`config.mk`:
```
export PLATFORM = sky130hd
export DESIGN_NAME = legal_move_arbiter
export DESIGN_NICKNAME = d
export VERILOG_FILES = /design/src/rtl/legal_move_arbiter.sv
export SDC_FILE = /design/constraint.sdc
export NUM_CORES = 1
export LEC_CHECK = 0
export BUFFER_PORTS_ARGS = -buffer_cell sky130_fd_sc_hd__buf_2
export CAP_MARGIN = 20
export CORE_ASPECT_RATIO = 0.8
export CORE_MARGIN = 4
export CORE_UTILIZATION = 50
export DETAILED_ROUTE_END_ITERATION = 7
export PLACE_DENSITY = 0.87
export SLEW_MARGIN = 20
export SYNTH_ARGS = -nofsm -noshare
export SYNTH_HDL_FRONTEND = slang
export SYNTH_SLANG_ARGS = --single-unit
```
`constraint.sdc`:
```
create_clock -name clk -period 7.75 [get_ports clk]
set_input_delay 0.775 -clock clk [delete_from_list [all_inputs] [get_ports clk]]
set_output_delay 0.775 -clock clk [all_outputs]
set_load 0.1 [all_outputs]
```
`src/rtl/legal_move_arbiter.sv`:
```
// Round-robin arbiter sharing the single-ported legal-move table among Pacman and the ghosts.
// Optional PACMAN_PRIORITY_EN: requester 0 always wins and does not advance the pointer.
module legal_move_arbiter #(
  parameter int NUM_REQ = 5,
  parameter int GRID_W  = 8,
  parameter int GRID_H  = 8,
  parameter int ID_W    = 3
) (
  input  logic                 clk,
  input  logic                 rst_n,
  input  logic [NUM_REQ-1:0]   req_i,
  input  logic [NUM_REQ*3-1:0] req_x_i,
  input  logic [NUM_REQ*3-1:0] req_y_i,
  output logic [NUM_REQ-1:0]   gnt_o,
  output logic [5:0]           tbl_addr_o,
  input  logic [3:0]           tbl_data_i,
  output logic                 rsp_valid_o,
  output logic [ID_W-1:0]      rsp_id_o,
  output logic [3:0]           rsp_moves_o,
  output logic                 rsp_oob_o,
  output logic [ID_W-1:0]      dbg_ptr_o
);

  // Handshake: gnt_o[i] is a combinational pulse in the cycle req_i[i] wins; the
  // coordinates are sampled on the edge ending that cycle, and exactly one response
  // (rsp_valid_o, no backpressure) follows two cycles later in grant order.

  logic [ID_W-1:0] ptr_q, ptr_d;
  logic            found;
  logic [ID_W-1:0] gnt_idx;
  logic [ID_W-1:0] cand_idx;
  int              cand;
  logic [2:0]      sel_x, sel_y;
  logic            oob;
  int              addr_full;
  logic [5:0]      addr_d;

  logic            s1_valid_q;
  logic [ID_W-1:0] s1_id_q;
  logic            s1_oob_q;
  logic [5:0]      tbl_addr_q;
  logic            rsp_valid_q;
  logic [ID_W-1:0] rsp_id_q;
  logic [3:0]      rsp_moves_q;
  logic            rsp_oob_q;

  always_comb begin
    found    = 1'b0;
    gnt_idx  = '0;
    cand     = 0;
    cand_idx = '0;
    for (int off = 0; off < NUM_REQ; off++) begin
      cand = int'(ptr_q) + off;
      if (cand >= NUM_REQ) cand = cand - NUM_REQ;
      cand_idx = cand[ID_W-1:0];
      if (!found && req_i[cand_idx]) begin
        found   = 1'b1;
        gnt_idx = cand_idx;
      end
    end
`ifdef PACMAN_PRIORITY_EN
    if (req_i[0]) begin
      found   = 1'b1;
      gnt_idx = '0;
    end
`endif
    ptr_d = ptr_q;
    if (found) ptr_d = (gnt_idx == ID_W'(NUM_REQ - 1)) ? '0 : gnt_idx + 1'b1;
`ifdef PACMAN_PRIORITY_EN
    if (req_i[0]) ptr_d = ptr_q;
`endif
  end

  // Coordinate mux and address arithmetic for the winning requester.
  always_comb begin
    sel_x = '0;
    sel_y = '0;
    for (int i = 0; i < NUM_REQ; i++) begin
      if (gnt_idx == ID_W'(i)) begin
        sel_x = req_x_i[3*i +: 3];
        sel_y = req_y_i[3*i +: 3];
      end
    end
    oob       = (int'(sel_x) >= GRID_W) || (int'(sel_y) >= GRID_H);
    addr_full = int'(sel_y) * GRID_W + int'(sel_x);
    addr_d    = oob ? 6'd0 : addr_full[5:0];
  end

  always_ff @(posedge clk or negedge rst_n) begin
    if (!rst_n) begin
      ptr_q       <= '0;
      s1_valid_q  <= 1'b0;
      s1_id_q     <= '0;
      s1_oob_q    <= 1'b0;
      tbl_addr_q  <= '0;
      rsp_valid_q <= 1'b0;
      rsp_id_q    <= '0;
      rsp_moves_q <= '0;
      rsp_oob_q   <= 1'b0;
    end else begin
      ptr_q      <= ptr_d;
      s1_valid_q <= found;
      if (found) begin
        s1_id_q    <= gnt_idx;
        s1_oob_q   <= oob;
        tbl_addr_q <= addr_d;
      end
      rsp_valid_q <= s1_valid_q;
      if (s1_valid_q) begin
        rsp_id_q    <= s1_id_q;
        rsp_oob_q   <= s1_oob_q;
        rsp_moves_q <= s1_oob_q ? 4'b0000 : tbl_data_i;
      end
    end
  end

  // Grant is masked during reset so every output reads zero while rst_n is low.
  assign gnt_o       = (found && rst_n) ? (NUM_REQ'(1) << gnt_idx) : '0;
  assign tbl_addr_o  = tbl_addr_q;
  assign rsp_valid_o = rsp_valid_q;
  assign rsp_id_o    = rsp_id_q;
  assign rsp_moves_o = rsp_moves_q;
  assign rsp_oob_o   = rsp_oob_q;
  assign dbg_ptr_o   = ptr_q;

endmodule

```
# After elaboration in Yosys (flattened, before gate mapping)
# Cells that the tools add are included.
# Widths: inputs -> output; s select.
# word_totals
reg_bits	21
latch_bits	0
ramBits	0
romBits	0
input_bits	41
mem_count	0
# classes
addsub	11
n_mul	0
n_div	0
magnitude_cmp	10
n_eq_ne	4
shifts	1
n_mux	37
bitwise_logic	0
reduce_logical	10
# op_table
cell	n
$mux 3	21
$lt 3x4->1 const B	5
$ge 4x3->1 const B	4
$bmux 1 s3	5
$sub 3x3->3 const B	5
$mux 1	10
$add 3x2->4 const B	2
$add 6x3->6	1
$eq 3x2->1 const B	2
$logic_and 1x1->1	5
$mux 5	1
$shl 1x3->5 const A	1
$add 3x1->4 const B	1
$add 3x3->4 const B	1
$logic_not 1->1	4
$add 3x1->3 const B	1
$eq 3x1->1 const B	1
$eq 3x3->1 const B	1
$ge 3x3->1 const B	1
$logic_not 3->1	1

# Longest topological paths before layout
# Gate-level depths: netlist (run 1).
# depth
word_depth	24
ltp_mapped	21

# Least setup slack after synthesis (run 1)
# No wires, ideal clock.
# synth_path
path_kind	register to output
start	register ptr_q[0] (netlist: dbg_ptr_o[0])
end	output gnt_o[2]
arrival_ns	5.597
required_time_ns	6.975
path_slack_ns	1.378
stages_incl_launch_ff	17
cell_sequence	dfrtp_1 -> inv_1 -> clkbuf_1 -> ha_1 -> ha_1 -> clkbuf_1 -> a211oi_1 -> a211o_1 -> nor4_1 -> a2111oi_0 -> a311oi_1 -> a211oi_2 -> inv_1 -> ha_1 -> clkbuf_1 -> buf_1 -> and2_1
# synth_via
elab_chain_len	19
elab_cells_between_ends	50
cone_classes	add/sub (9); order compare (5); shift (1); mux (26); reduce/logical (9)
# synth_lines
item	line	source
from (decl)	28	logic [ID_W-1:0] ptr_q, ptr_d;
from (signal assigned)	101	ptr_q <= ptr_d;
branches (longest 18 deep; another with $add 3x1->4)	n/a	
$mux 5 *	118	assign gnt_o = (found && rst_n) ? (NUM_REQ'(1) << gnt_idx) : '0;
to (decl)	14	output logic [NUM_REQ-1:0] gnt_o,
# Every way passes the cells marked *. The select of a mux whose other input is x is not followed.

# Worst setup path after layout (run 1)
# layout_path
start	register ptr_q[0] (netlist: dbg_ptr_o[0])
end	output gnt_o[3]
# The elaborated chain is that of the path after synthesis.

==> qor.yml, run 1 <==
status:
  status: "completed"
floorplan:
  initial_core_util: 0.516
  die_y_um: 69.4
  coreArea_um2: 4570
  dieArea_um2: 5890
  pin_count: 64
  die_w_um: 84.8
  num_rows: 22
cts:
  clk_latency_ns: 0.27
  cts_tree: "built"
  clkTransAtPathRegs_ns: 0.08
  postCtsSetupBuffers: 0
  cts.sinks: 21
  postCtsResizedCells: 0
  clk_path_buf_depth: 2
  htree_num_levels: 1
  root_buffer: "clkbuf_8"
  numCtsBuffers: 3
  cts_hold_buf: 0
drt:
  antenna_left: 0
  post-route-drc-count: 0
  vias: 2517
  drtIter0Drc: 201
  vias_per_cell: 6.36
  drt_pass1_iterations: 5
  post_drt_wl_per_cell_um: 17.3
  routed_wl_um: 6860
sta:
  max_slew_margin: 0.562
  min_period_over_period: 0.802
  whs_ns: 0.481
  skew_ns: 0.00504
  setup_viol: 0
  final.min_clock_period_ns: 6.21
  hold_viol: 0
  slew_violations: 0
  max_freq_ghz: 0.161
  worst_slew_pin_slew_ns: 0.640
  finalSetupTns_ns: 0
  rsz0062_at_grt: "no"
critical_path:
  path_buf_inv: 3
  critPathTopFamily: "adder cells"
  worst_setup_path_start_kind: "flip-flop"
  cp.required_ns: 6.97
  crit_arrival_ns: 5.44
  max_stage_delay_ns: 0.75
  crit_fanout: 34
  end_kind: "output port"
  crit_slowest_cell: "ha_1"
  path_cells: "buf_4 > inv_1 > ha_1 > mux4_1 > mux2i_1 > nor2_1 > or4_4 > a2111oi_0 > a311oi_1 > a211oi_2 > ha_1 > ha_1 > and3_1 > buf_2"
  path_class: "reg -> out"
  crit_path_frequent_cell: "ha_1"
place:
  place_hpwl_um: 5140
  gp_congestion: 0.923
  io_buffers: 62
grt:
  grt_pass1_vias: 2366
  grt_overflow: 0
  grt_use_total: 0.228
  antenna_found_initial: 0
  grt_max_degree: 35
  grt_pass1_wl_um: 11400
yosys:
  syn-num-nets: 344
  synth_xor_area_frac: 0.0186
  synth_top_area_frac: 0.223
  synth_area_um2: 2360
  yosysWarnings: 0
  seq_area_frac_synth: 0.223
  synth.distinct_cells: 66
  ys_ff_latch: 21
  avgSynthCellArea_um2: 8.13
  synthAdderAreaFrac: 0.0721
  synth_top_area_cell: "dfrtp_1"
  synth_compound_area_frac: 0.273
  synth_mux_area_frac: 0.0950
  synth_simple_gate_area_frac: 0.247
  synth_ff_type: "dfrtp_1"
  synth_edf_count: 0
  yosys-top-cells-area: "dfrtp_1, ha_1, a211oi_1"
  synthArstFlopShare: 1.00
  synth_top_family_by_area: "compound AO/OA/AOI/OAI gates"
  synth_cells: 290
run:
  cap_violations: 0
hold_path:
  worst_hold_path_type: "in -> async"
cells_and_area:
  area_growth_syn_to_layout_pct: 14.6
  diodes: 0
  nets: 391
  drive_gt1_frac: 0.253
==> layer usage <==
| metal | global-route usage | vias up | wire length (µm) |
|---|---|---|---|
| met5 | 0 | - | 0 |
| met4 | 0.0246 | 0 | 48 |
| met3 | 0.0285 | 8 | 515 |
| met2 | 0.389 | 114 | 3420 |
| met1 | 0.317 | 1219 | 2880 |
| li1 | - | 1176 | - |
==> sequential cells by signal, indices dropped and copies added (netlist names) <==
| name | cells |
|---|---|
| rsp_id_o | 3 |
| dbg_ptr_o | 3 |
| s1_id_q | 3 |
| rsp_valid_o | 1 |
| s1_valid_q | 1 |
| tbl_addr_o | 6 |
| rsp_moves_o | 4 |
==> layout make-up <==
cell class,count,area [µm²]
clock buffers,3,41.3
clock inverters,1,5.00
fillers,442,1870
flip-flops and latches,21,526
multi-input cells,232,1680
repair buffers,64,325
inverters,15,56.3
well taps,60,75.1
==> synthesized netlist by cell type (5+ instances only) <==
cell type	n
dfrtp_1	21
inv_1	15
nor2b_1	7
and2_1	5
mux2_2	8
ha_1	12
a211oi_1	16
o22ai_1	11
nand2_1	30
o21ai_0	5
clkbuf_1	13
nor2_1	26
nand3b_1	7
nand2b_1	9
a21oi_1	11
==> stage by stage <==
step,worst slack (ns),std cells,area [µm²],util
after CTS,1.42,396,2700,0.590
after floorplan,1.38,290,2360,-
final,1.54,396,2700,0.592
after global routing,1.12,396,2700,0.592
after global placement,1.92,392,2650,0.580
after detailed placement,1.73,392,2650,0.580
==> kinds of logic (layout without fill, tap and decap cells) <==
logic type / count (synthesis) / count (layout)
simple gates: 111 / 111
compound gates: 86 / 86
buf+inv: 37 / 83
flops: 21 / 21
mux: 16 / 16
fa+ha+maj: 13 / 13
xor+xnor: 5 / 5
other cells: 1 / 1
==> path summary, 6_finish.rpt <==
kind	cells after the start	end	slack, ns	startpoint
min	1	rsp_moves_o[3]$_DFFE_PN0P_	0.48	rst_n
max	14	gnt_o[3]	1.54	dbg_ptr_o[0]$_DFFE_PN0N_
max in group asynchronous	1	tbl_addr_o[4]$_DFFE_PN0N_	6.91	rst_n
min reg2reg	2	s1_id_q[1]$_DFFE_PN0N_	0.49	s1_id_q[1]$_DFFE_PN0N_
min in group clk	2	s1_id_q[1]$_DFFE_PN0N_	0.49	s1_id_q[1]$_DFFE_PN0N_
max reg2reg	17	tbl_addr_o[4]$_DFFE_PN0N_	2.46	dbg_ptr_o[0]$_DFFE_PN0N_
==> cell usage in the layout, fill, tap and decap left out, types with 2 or more instances in the layout <==
master / instances
a22oi_1: 2
o22ai_1: 11
a21o_1: 3
nand3b_1: 7
or3_1: 2
a21oi_1: 11
xnor2_1: 4
mux2_2: 8
nand2b_1: 9
buf_4: 2
a2111oi_0: 3
nor2b_1: 7
a211oi_1: 16
mux2i_1: 4
a221o_1: 2
and3_1: 4
a2bb2oi_1: 3
a311oi_1: 2
nor4_1: 3
nand2_1: 30
nand3_1: 4
or4_1: 2
nor3_1: 3
o32ai_1: 3
buf_2: 62
inv_1: 15
a211o_1: 3
ha_1: 12
o21ai_0: 5
and2_1: 5
clkbuf_8: 3
mux4_2: 3
dfrtp_1: 21
o31ai_1: 2
a31oi_1: 3
o211ai_1: 2
o211a_1: 2
nor2_1: 26
==> worst reg2reg max path: cells and delay by family, from the launching register on <==
| family | cells | cell delay, ns |
|---|---|---|
| compound gates | 4 | 0.64 |
| buf+inv | 3 | 0.78 |
| mux | 2 | 0.57 |
| flops | 1 | 0.33 |
| fa+ha+maj | 2 | 1.29 |
| simple gates | 6 | 1.55 |
Power of run 1 is not shown: default switching activity piles up to over one toggle a cycle in this logic, so the estimate is an artifact.
==> run 2, diff against run 1 <==
--- a/config.mk
+++ b/config.mk
@@ -9,7 +9,7 @@
 export CAP_MARGIN = 20
 export CORE_ASPECT_RATIO = 0.8
 export CORE_MARGIN = 4
-export CORE_UTILIZATION = 50
+export CORE_UTILIZATION = 48
 export DETAILED_ROUTE_END_ITERATION = 7
 export PLACE_DENSITY = 0.87
 export SLEW_MARGIN = 20
==> constraint.sdc (replaced) <==
create_clock -name clk -period 5 [get_ports clk]
set_input_delay 0.5 -clock clk [delete_from_list [all_inputs] [get_ports clk]]
set_output_delay 0.5 -clock clk [all_outputs]
set_load 0.1 [all_outputs]
==> run 2 against run 1 <==
- wire length increased by 1.5%
- final area grew 5.6%
- first-iteration DRC count is 11% higher
- die area grew 3.7%
- final cell count rose by 1.5%
- worst hold slack worse by 0.29 ns
- core utilization rose by 1.8 points
- register-to-register slack got worse by 2.0 ns
- worst setup slack worse by 1.4 ns
- count of clock-buffer cells in the layout unchanged
- sequential share of layout area down 0.72 points
- global-route usage decreased by 0.60 points
==> qor.yml, run 2 (same netlist as run 1, synthesis figures left out) <==
cells_and_area:
  final_common_cell: "buf_2"
  diodes: 0
  area_growth_syn_to_layout_pct: 21.0
  final_cell_mix: "buf_2, nand2_1, nor2_1"
  fillers: 407
  largest_reg_flops: 6
  drive_gt1_frac: 0.304
  nets: 397
cts:
  root_buffer: "clkbuf_8"
  clkTransAtPathRegs_ns: 0.08
  clk_latency_ns: 0.27
  htree_num_levels: 1
  cts_hold_buf: 0
  clk_path_buf_depth: 2
  numCtsBuffers: 3
  cts_tree: "built"
  cts.sinks: 21
critical_path:
  r2r_end: "tbl_addr_o[1]$_DFFE_PN0N_"
  r2r_slack_ns: 0.47
  end_kind: "output port"
  rr_startpoint: "dbg_ptr_o[1]$_DFFE_PN0N_"
  max_stage_delay_ns: 0.57
  crit_slowest_cell: "dfrtp_4"
  crit_arrival_ns: 4.33
  ff2ff_path_depth: 14
  crit_fanout: 15
  crit_start: "dbg_ptr_o[1]$_DFFE_PN0N_"
  worst_setup_path_start_kind: "flip-flop"
  cp.required_ns: 4.50
  path_buf_inv: 3
  path_cells: "inv_1 > ha_1 > ha_1 > a21o_1 > a2111oi_2 > nor4_4 > or4_1 > a41o_1 > o21ai_1 > inv_1 > ha_2 > and2_2 > buf_12"
  critPathTopFamily: "compound AO/OA/AOI/OAI gates"
  path_class: "reg -> out"
drt:
  antenna_left: 0
  vias: 2516
  drtIter0Drc: 223
  post-route-drc-count: 0
  vias_per_cell: 6.26
  drt_pass1_iterations: 5
  routed_wl_um: 6970
  post_drt_wl_per_cell_um: 17.3
sta:
  max_freq_ghz: 0.207
  hold_viol: 0
  setup_viol: 0
  min_period_over_period: 0.967
  whs_ns: 0.195
  worst_slew_pin_slew_ns: 0.523
  max_slew_margin: 0.650
  final.min_clock_period_ns: 4.83
  slew_violations: 0
  skew_ns: 0.00682
grt:
  grt_use_total: 0.222
  grt_pass1_wl_um: 11000
  grt_pass1_vias: 2269
  antenna_found_initial: 0
  grt_overflow: 0
  grt_max_degree: 25
status:
  status: "completed"
floorplan:
  num_rows: 22
  initial_core_util: 0.504
  pin_count: 64
  coreArea_um2: 4680
  dieArea_um2: 6110
  die_w_um: 86.4
  die_y_um: 70.7
hold_path:
  worst_hold_path_type: "in -> async"
place:
  place_hpwl_um: 5240
  gp_congestion: 0.937
  io_buffers: 62
run:
  cap_violations: 0
[run 2: changes by cell type in the layout (fill, tap and decap cells not counted), sizes merged]
cell,change
buf,+6
[run 2: metal layers]
| layer | up-vias | global-route usage | wire (µm) |
|---|---|---|---|
| li1 | 1190 | - | - |
| met1 | 1187 | 0.319 | 3060 |
| met2 | 127 | 0.352 | 3310 |
| met3 | 12 | 0.0349 | 501 |
| met4 | 0 | 0.0450 | 101 |
| met5 | - | 0 | 0 |
[run 2: worst max path at each step]
stage / to / depth (start not counted)
floorplan: gnt_o[2] / 17
global placement: gnt_o[1] / 13
detailed placement: gnt_o[1] / 14
CTS: gnt_o[1] / 14
global route: gnt_o[3] / 13
finish: gnt_o[1] / 13
[run 2: area by class of cell]
class	instances	area [µm²]	share of cell area
flip-flops and latches	21	534	0.187
inverters	15	56.3	0.0197
clock inverters	1	5.00	0.00175
well taps	60	75.1	0.0263
multi-input cells	232	1730	0.605
clock buffers	3	41.3	0.0145
repair buffers	70	415	0.146
[run 2: worst register-to-register path, delay by kind of cell (launching register included)]
family                     cells  cell delay [ns]
AOI/OAI and AO/OA              3             0.82
adders and majority gates      3             0.81
DFF                            1             0.57
buffers and inverters          3             0.61
and+or+nand+nor                5             1.63
[run 2: per-stage QoR]
step	util	setup WS [ns]	std cells	area [µm²]	TNS [ns]
6_report	0.610	0.166	402	2850	0
3_3_place_gp	0.590	0.462	397	2760	0
3_5_place_dp	0.590	0.371	397	2760	0
5_1_grt	0.610	-0.00358	402	2850	-0.00605
4_1_cts	0.600	0.0478	401	2810	0
2_1_floorplan	-	-0.0129	290	2390	-0.0129
[run 2: what timing repair did]
action                                  4_1_cts  5_1_grt
resized for setup                             0       10
endpoints found under the setup margin        0        9
setup buffers                                 0        1
Power of run 2 is left out for the same reason.
==> run 3, diff against run 2 <==
--- a/config.mk
+++ b/config.mk
@@ -7,9 +7,10 @@
 export LEC_CHECK = 0
 export BUFFER_PORTS_ARGS = -buffer_cell sky130_fd_sc_hd__buf_2
 export CAP_MARGIN = 20
-export CORE_ASPECT_RATIO = 0.8
-export CORE_MARGIN = 4
+export CORE_ASPECT_RATIO = 1.25
+export CORE_MARGIN = 2
 export CORE_UTILIZATION = 48
+export CTS_CLUSTER_SIZE = 12
 export DETAILED_ROUTE_END_ITERATION = 7
 export PLACE_DENSITY = 0.87
 export SLEW_MARGIN = 20
==> run 3 against run 2 <==
- via count stayed put
- critical endpoint is now gnt_o[0]
- wire length is 2.9% lower
- worst setup slack better by 0.032 ns
- global-route usage is 4.1 points higher
- register-to-register slack hardly changed
- maximum frequency is 0.66% higher
- clock skew is 0.00095 ns lower
==> qor.yml, run 3 (same netlist as run 1, synthesis figures left out) <==
sta:
  slew_violations: 0
  min_period_over_period: 0.960
  final.min_clock_period_ns: 4.80
  hold_viol: 0
  max_slew_margin: 0.574
  rsz0062_at_grt: "no"
  worst_slew_pin_slew_ns: 0.637
  setup_viol: 0
  skew_ns: 0.00587
  max_freq_ghz: 0.208
drt:
  vias: 2516
  vias_per_cell: 6.27
  drt_pass1_iterations: 4
  drtIter0Drc: 214
  post-route-drc-count: 0
  routed_wl_um: 6770
  antenna_left: 0
  post_drt_wl_per_cell_um: 16.9
cts:
  cts_tree: "built"
  clk_latency_ns: 0.27
  clk_path_buf_depth: 2
  numCtsBuffers: 3
  root_buffer: "clkbuf_8"
  htree_num_levels: 1
  clkTransAtPathRegs_ns: 0.08
  cts.sinks: 21
critical_path:
  r2r_slack_ns: 0.47
  crit_slowest_cell: "or4_4"
  critPathTopFamily: "simple AND/OR/NAND/NOR gates"
  rr_startpoint: "dbg_ptr_o[1]$_DFFE_PN0N_"
  path_buf_inv: 2
  path_cells: "inv_1 > ha_1 > a221o_1 > mux2i_1 > nor2_1 > or4_4 > or4_1 > a32o_4 > and3_1 > and3_1 > clkbuf_4"
  ff2ff_path_depth: 15
  crit_path_frequent_cell: "and3_1"
  r2r_end: "tbl_addr_o[0]$_DFFE_PN0N_"
  crit_arrival_ns: 4.30
  path_class: "reg -> out"
  max_stage_delay_ns: 0.58
  crit_fanout: 15
  worst_setup_path_start_kind: "flip-flop"
  end_kind: "output port"
  cp.required_ns: 4.50
cells_and_area:
  design_area_um2: 2870
  drive_gt1_frac: 0.305
  area_growth_syn_to_layout_pct: 21.9
  largest_reg_flops: 6
  diodes: 0
  nets: 396
  final_common_cell: "buf_2"
  final_cell_mix: "buf_2, nand2_1, nor2_1"
grt:
  grt_pass1_vias: 2436
  grt_max_degree: 25
  grt_overflow: 0
  grt_use_total: 0.262
  grt_pass1_wl_um: 11200
  antenna_found_initial: 0
floorplan:
  num_rows: 28
  coreArea_um2: 4730
  pin_count: 64
  die_w_um: 66.7
  die_y_um: 82.4
  dieArea_um2: 5490
  initial_core_util: 0.499
status:
  status: "completed"
place:
  io_buffers: 62
  place_hpwl_um: 5130
  dpl_cell_area_um2: 2750
  gp_congestion: 0.982
run:
  cap_violations: 0
hold_path:
  worst_hold_path_type: "in -> async"
==> run 3: how the worst max path moves through the flow <==
stage / depth (start not counted) / slack [ns] / endpoint / start
floorplan: 17 / -0.01 / gnt_o[2] / dbg_ptr_o[0]$_DFFE_PN0N_
detailed placement: 14 / 0.32 / gnt_o[1] / dbg_ptr_o[0]$_DFFE_PN0N_
global placement: 12 / 0.51 / gnt_o[0] / dbg_ptr_o[1]$_DFFE_PN0N_
global route: 13 / 0.009 / gnt_o[0] / dbg_ptr_o[0]$_DFFE_PN0N_
CTS: 14 / 0.01 / gnt_o[1] / dbg_ptr_o[0]$_DFFE_PN0N_
finish: 11 / 0.20 / gnt_o[0] / dbg_ptr_o[1]$_DFFE_PN0N_
==> run 3: routing by layer <==
layer | track usage | wire [µm] | vias to the layer above
met5 | 0 | 0 | -
met1 | 0.302 | 2640 | 1187
met3 | 0.0434 | 425 | 25
met2 | 0.466 | 3460 | 111
met4 | 0.133 | 250 | 0
li1 | - | - | 1193
==> run 3: final cells by class <==
class | count | area (µm²)
clock buffers | 3 | 41.3
clock inverters | 1 | 5.00
repair buffers | 69 | 410
flip-flops and latches | 21 | 534
multi-input cells | 232 | 1750
fillers | 428 | 1860
inverters | 15 | 56.3
well taps | 60 | 75.1
==> run 3: repair_timing <==
item,4_1_cts,5_1_grt
resized for setup,0,14
hold buffers,0,0
setup endpoints to repair,0,5
setup buffers,0,1
==> run 3: metrics by stage <==
step	TNS (ns)	instances	setup WS (ns)	utilization	hold WS [ns]
5_1_grt	0	401	0.00888	0.608	0.229
6_report	0	401	0.198	0.608	0.194
3_3_place_gp	0	396	0.511	0.582	0.462
2_1_floorplan	-0.0129	290	-0.0129	-	0.204
3_5_place_dp	0	396	0.320	0.582	0.483
4_1_cts	0	400	0.0114	0.592	0.210
Power of run 3 is left out for the same reason.
